[config.mk]
export PLATFORM = sky130hd
export DESIGN_NAME = ir_byte_fetcher
export DESIGN_NICKNAME = d
export VERILOG_FILES = /design/src/rtl/ir_byte_fetcher.sv
export SDC_FILE = /design/constraint.sdc
export NUM_CORES = 1
export LEC_CHECK = 0
export CORE_AREA = 4 4 81 83
export DETAILED_ROUTE_END_ITERATION = 10
export DIE_AREA = 0 0 85 87
export HOLD_SLACK_MARGIN = 0.15
export PLACE_DENSITY = 0.79
export SLEW_MARGIN = 20
export SYNTH_ARGS = -nofsm -noshare
export SYNTH_HDL_FRONTEND = slang
export SYNTH_SLANG_ARGS = --single-unit
[constraint.sdc]
create_clock -name clk_i -period 1.8 [get_ports clk_i]
set_input_delay 0.36 -clock clk_i [delete_from_list [all_inputs] [get_ports clk_i]]
set_output_delay 0.36 -clock clk_i [all_outputs]
set_load 0.01 [all_outputs]
[src/rtl/ir_byte_fetcher.sv]
// rtl/ir_byte_fetcher.sv - fetches a 32-bit instruction word as four byte reads into IR byte lanes
module ir_byte_fetcher #(
    parameter int BYTE_ORDER = 0
) (
    input  logic        clk_i,
    input  logic        rst_i,
    input  logic        fetch_req_i,
    input  logic [31:0] fetch_addr_i,
    output logic        fetch_busy_o,
    output logic        fetch_done_o,
    output logic        fetch_err_o,
    output logic        mem_rd_o,
    output logic [31:0] mem_addr_o,
    input  logic [7:0]  mem_rdata_i,
    output logic [7:0]  ir_byte_o,
    output logic [3:0]  ir_write_o,
    output logic [15:0] fetch_count_o
);

    typedef enum logic [1:0] {
        IDLE  = 2'd0,
        ISSUE = 2'd1,
        LAST  = 2'd2
    } state_t;

    state_t      state_q, state_d;
    logic [1:0]  iss_idx_q, iss_idx_d;
    logic [1:0]  ret_idx_q;
    logic        ret_vld_q;
    logic [31:0] addr_q, addr_d;
    logic        err_q, err_d;
    logic [15:0] count_q;
    logic [1:0]  lane;

    always_ff @(posedge clk_i or posedge rst_i) begin
        if (rst_i) begin
            state_q   <= IDLE;
            iss_idx_q <= 2'd0;
            ret_idx_q <= 2'd0;
            ret_vld_q <= 1'b0;
            addr_q    <= 32'd0;
            err_q     <= 1'b0;
            count_q   <= 16'd0;
        end else begin
            state_q   <= state_d;
            iss_idx_q <= iss_idx_d;
            addr_q    <= addr_d;
            err_q     <= err_d;
            // Read data returns one cycle after issue, so the return side trails the issue index
            ret_vld_q <= (state_q == ISSUE);
            ret_idx_q <= iss_idx_q;
            if (state_q == LAST) begin
                count_q <= count_q + 16'd1;
            end
        end
    end

    always_comb begin
        state_d    = state_q;
        iss_idx_d  = iss_idx_q;
        addr_d     = addr_q;
        err_d      = 1'b0;
        mem_rd_o   = 1'b0;
        mem_addr_o = 32'd0;
        case (state_q)
            IDLE: begin
                if (fetch_req_i) begin
                    if (fetch_addr_i[1:0] == 2'b00) begin
                        addr_d    = fetch_addr_i;
                        iss_idx_d = 2'd0;
                        state_d   = ISSUE;
                    end else begin
                        err_d = 1'b1;
                    end
                end
            end
            ISSUE: begin
                mem_rd_o   = 1'b1;
                // Low bits come from the index alone, so the word base never carries
                mem_addr_o = {addr_q[31:2], iss_idx_q};
                iss_idx_d  = iss_idx_q + 2'd1;
                if (iss_idx_q == 2'd3) begin
                    state_d = LAST;
                end
            end
            LAST: begin
                state_d = IDLE;
            end
            default: begin
                state_d = IDLE;
            end
        endcase
    end

    assign lane          = (BYTE_ORDER != 0) ? ~ret_idx_q : ret_idx_q;
    assign ir_write_o    = ret_vld_q ? (4'b0001 << lane) : 4'b0000;
    assign ir_byte_o     = ret_vld_q ? mem_rdata_i : 8'h00;
    assign fetch_busy_o  = (state_q != IDLE);
    assign fetch_done_o  = (state_q == LAST);
    assign fetch_err_o   = err_q;
    assign fetch_count_o = count_q;

endmodule

==> impl_metrics.csv <==
group,metric,value,unit
timing,achievable-frequency,576,MHz
critical_path,startpoint_type,"register",
power,power.share.combinational,43.1,%
final_layout,final_cells,392,
final_layout,multi_input_area,1020,um^2
clocking,cts-buffers-inserted,5,
critical_path,cp_slowest_cell,"sky130_fd_sc_hd__dfrtp_1",
yosys,synth_simple_gate_area_share,20.0,%
placement,place_inst,380,
drt,detail_route.first_pass.iterations,4,
final_layout,final_util,62.2,%
yosys,yosysWarnings,0,
drt,wirelength,5660,um
yosys,synthAdderAreaFrac,1.04,%
yosys,syn-instance-count,197,
global_routing,grt_first_pass_wirelength,8940,um
power,p_switching,1.57,mW
critical_path,timing.critical_path.required,1.44,ns
clocking,clkSinkCount,54,
floorplan,initial_utilization,41.0,%
global_routing,initial_antenna_violation_count,0,
drt,drt-vias-per-instance,4.73,
placement,port_buffers,106,
timing,post-route-min-period,1.74,ns
timing,timing.final.crit_share,96.5,%
timing,skew,0.00854,ns
floorplan,fp.coreArea,5850,um^2
global_routing,grt_usage,15.2,%
yosys,synth_seq_cells,54,
timing,hold_viol_final,0,
clocking,worst_setup_hold_path_clk_slew,0.10,ns
final_layout,syn_to_final_growth,51.7,%
drt,drt_first_iter_violations,74,
yosys,synth_xor_area_share,5.47,%
clocking,worstSkewPairLatency,0.31,ns
run_status,status,"finished, final reports clean",
yosys,netlist-cell-type-count,25,
drt,number_of_routed_nets_with_antenna_violations,0,
clocking,htreeDepth,2,
global_routing,number_of_global_route_vias_before_repair,1913,
yosys,post_synth_instance_area,2400,um^2
power,power_switching_share,32.4,%
power,p_int,3.28,mW
yosys,postSynthNetCount,242,
floorplan,row_count,28,
yosys,synth_top_cell_area_share,56.3,%
timing,maxSlewHeadroom,80.1,%
yosys,combinational_family_with_the_most_area_after_synthesis,"simple AND/OR/NAND/NOR gates",
yosys,dominant_cell_by_count_in_the_synthesized_netlist,"sky130_fd_sc_hd__dfrtp_1",
critical_path,crit_path_capture_type,"output pin",
final_layout,final.fill_count,494,
yosys,synth.yosys.seq_area_share,56.3,%
run,max_cap_violations,0,
clocking,cts_tree,"built",
power,clock_power_share,17.0,%
yosys,synth_top_cells_by_count,"sky130_fd_sc_hd__dfrtp_1, sky130_fd_sc_hd__and2_1, sky130_fd_sc_hd__mux2_2",
yosys,async_flop_share,100,%
clocking,cts.path.max_buffers,2,
drt,route.detailed.wl_per_inst,14.4,um
timing,max_slew.worst_pin.slew,0.296,ns
critical_path,crit_fanout,4,
critical_path,crit_arrival,1.38,ns
yosys,synth_edf_count,0,
clocking,clock-root-buffer,"sky130_fd_sc_hd__clkbuf_8",
power,power.total,4.86,mW
power,power-per-cell-area,1330,nW/um^2
power,peakVddDrop,812,uV
floorplan,floorplan.die_area,7400,um^2
drt,drc_violations_left,0,
timing,final-max-slew-violation-count,0,
yosys,synth-compound-area-share,0.417,%
placement,detailed_place_hpwl,4100,um
timing,setup_viol_count_final,0,
yosys,synthTopCellsByArea,"sky130_fd_sc_hd__dfrtp_1, sky130_fd_sc_hd__mux2_2, sky130_fd_sc_hd__and2_1",
power,leakage,1.76,nW
power,power.share.sequential,39.9,%
yosys,post_synth.cell_area_avg,12.2,um^2
final_layout,num_antenna_cells,0,
global_routing,largest_net_degree_at_the_start_of_global_routing,55,
yosys,post_synthesis_mux_area_share,14.5,%
floorplan,die_height,87,um
floorplan,die_width,85,um
yosys,synth-main-ff-cell,"sky130_fd_sc_hd__dfrtp_1",
critical_path,peak_per_stage_delay_on_the_critical_path,0.42,ns
placement,place.gp.congestion,0.735,
critical_path,timing_worst_setup_path_type,"reg2out",
global_routing,grt.overflow.total,0,
yosys,netlist.top_cell.by_area,"sky130_fd_sc_hd__dfrtp_1",
hold_path,min_path_type,"in2async",
final_layout,drive_gt1_share,30.6,%
drt,detailroute.via_count,1855,
final_layout,layout.nets,361,
timing,tns,0,ns
floorplan,boundaryPins,107,
final_layout,ff_latch_area,1350,um^2
critical_path,critical_path_cell_sequence,"buf_4, nor2_2, inv_1, dlygate4sd2_1",
## cells in the final DEF, fill, tap and decap left out, types with 2 or more instances in the layout
| master | n |
|---|---|
| sky130_fd_sc_hd__nand4_1 | 4 |
| sky130_fd_sc_hd__mux2_2 | 31 |
| sky130_fd_sc_hd__clkbuf_8 | 5 |
| sky130_fd_sc_hd__nor4_1 | 2 |
| sky130_fd_sc_hd__clkdlybuf4s50_1 | 59 |
| sky130_fd_sc_hd__nand3_1 | 5 |
| sky130_fd_sc_hd__nand2_1 | 9 |
| sky130_fd_sc_hd__buf_4 | 8 |
| sky130_fd_sc_hd__buf_12 | 2 |
| sky130_fd_sc_hd__buf_2 | 32 |
| sky130_fd_sc_hd__dlygate4sd2_1 | 15 |
| sky130_fd_sc_hd__nor2_1 | 5 |
| sky130_fd_sc_hd__nor2_2 | 2 |
| sky130_fd_sc_hd__nor3_1 | 2 |
| sky130_fd_sc_hd__and2_1 | 39 |
| sky130_fd_sc_hd__xor2_1 | 5 |
| sky130_fd_sc_hd__o21ai_0 | 2 |
| sky130_fd_sc_hd__xnor2_1 | 10 |
| sky130_fd_sc_hd__and3_1 | 2 |
| sky130_fd_sc_hd__buf_6 | 2 |
| sky130_fd_sc_hd__dfrtp_1 | 53 |
| sky130_fd_sc_hd__and2_4 | 2 |
| sky130_fd_sc_hd__inv_1 | 3 |
## per-layer routing
layer  part of all wire, %  track usage [%]  wire length [um]  vias up
met5                     0                0                 0        -
met4                  0.42             2.59                24        0
met3                   9.1             6.05               515        2
met2                    50             27.0              2850       68
met1                    40             17.5              2280      898
li1                      -                -                 -      887
## repair_timing
item | 4_1_cts | 5_1_grt
buffers inserted | 3 | 1
endpoints found under the setup margin | 47 | 34
hold buffers | 0 | 0
gates resized for setup | 138 | 21
cloned | 1 | 1
## power groups by stage
stage	sequential, mW	combinational [mW]	clock, mW
final	1.94	2.09	0.826
after global routing	2.01	2.28	0.886
after CTS	1.94	2.15	0.843
after detailed placement	1.95	2.28	0
after global placement	1.94	2.23	0
after floorplan	1.89	1.08	0
## cell families (layout without fill, tap and decap cells)
family	count (synthesis)	after routing
AOI/OAI and AO/OA	2	2
xor gates and xnor gates	15	15
adders and majority gates	2	2
buffers and inverters	13	133
DFF	54	54
muxes	31	31
and+or+nand+nor	80	80
## area by class of cell
type / count / share of cell area [%]
clock buffers: 5 / 1.89
clock inverters: 3 / 1.20
inverters: 5 / 0.584
multi-input cells: 130 / 27.9
flip-flops and latches: 54 / 37.1
well taps: 75 / 2.58
repair buffers: 120 / 28.7
## critical path: cells and delay by family (launching register included)
| family | cells | cell delay (ns) |
|---|---|---|
| buf+inv | 3 | 0.50 |
| flops | 1 | 0.42 |
| simple gates | 1 | 0.16 |
## state kept, by name, summed over array words and instances (netlist names)
| register | count |
|---|---|
| addr_q | 30 |
| fetch_count_o | 16 |
| fetch_err_o | 1 |
| iss_idx_q | 2 |
| lane | 2 |
| ret_vld_q | 1 |
| state_q | 2 |
## worst paths after layout
kind	start	end	slack, ns	depth (start not counted)
max in group asynchronous	rst_i	ret_vld_q	1.13	3
max	state_q[0]	fetch_busy_o	0.06	4
max reg2reg	state_q[0]	fetch_count_o[12]	0.11	5
min reg2reg	iss_idx_q[1]	lane[1]	0.46	0
min in group clk_i	iss_idx_q[1]	lane[1]	0.46	0
min	rst_i	fetch_count_o[12]	0.41	3
## stage by stage
stage	hold WS (ns)	cell area (um^2)	setup WS (ns)
global placement	0.418	3620	-0.0367
global route	0.454	3640	-0.00886
CTS	0.420	3700	0.00858
floorplan	0.390	2400	0.125
detailed placement	0.436	3620	-0.0514
finish	0.406	3640	0.0629
No activity file was read; power rests on OpenSTA's default activity.
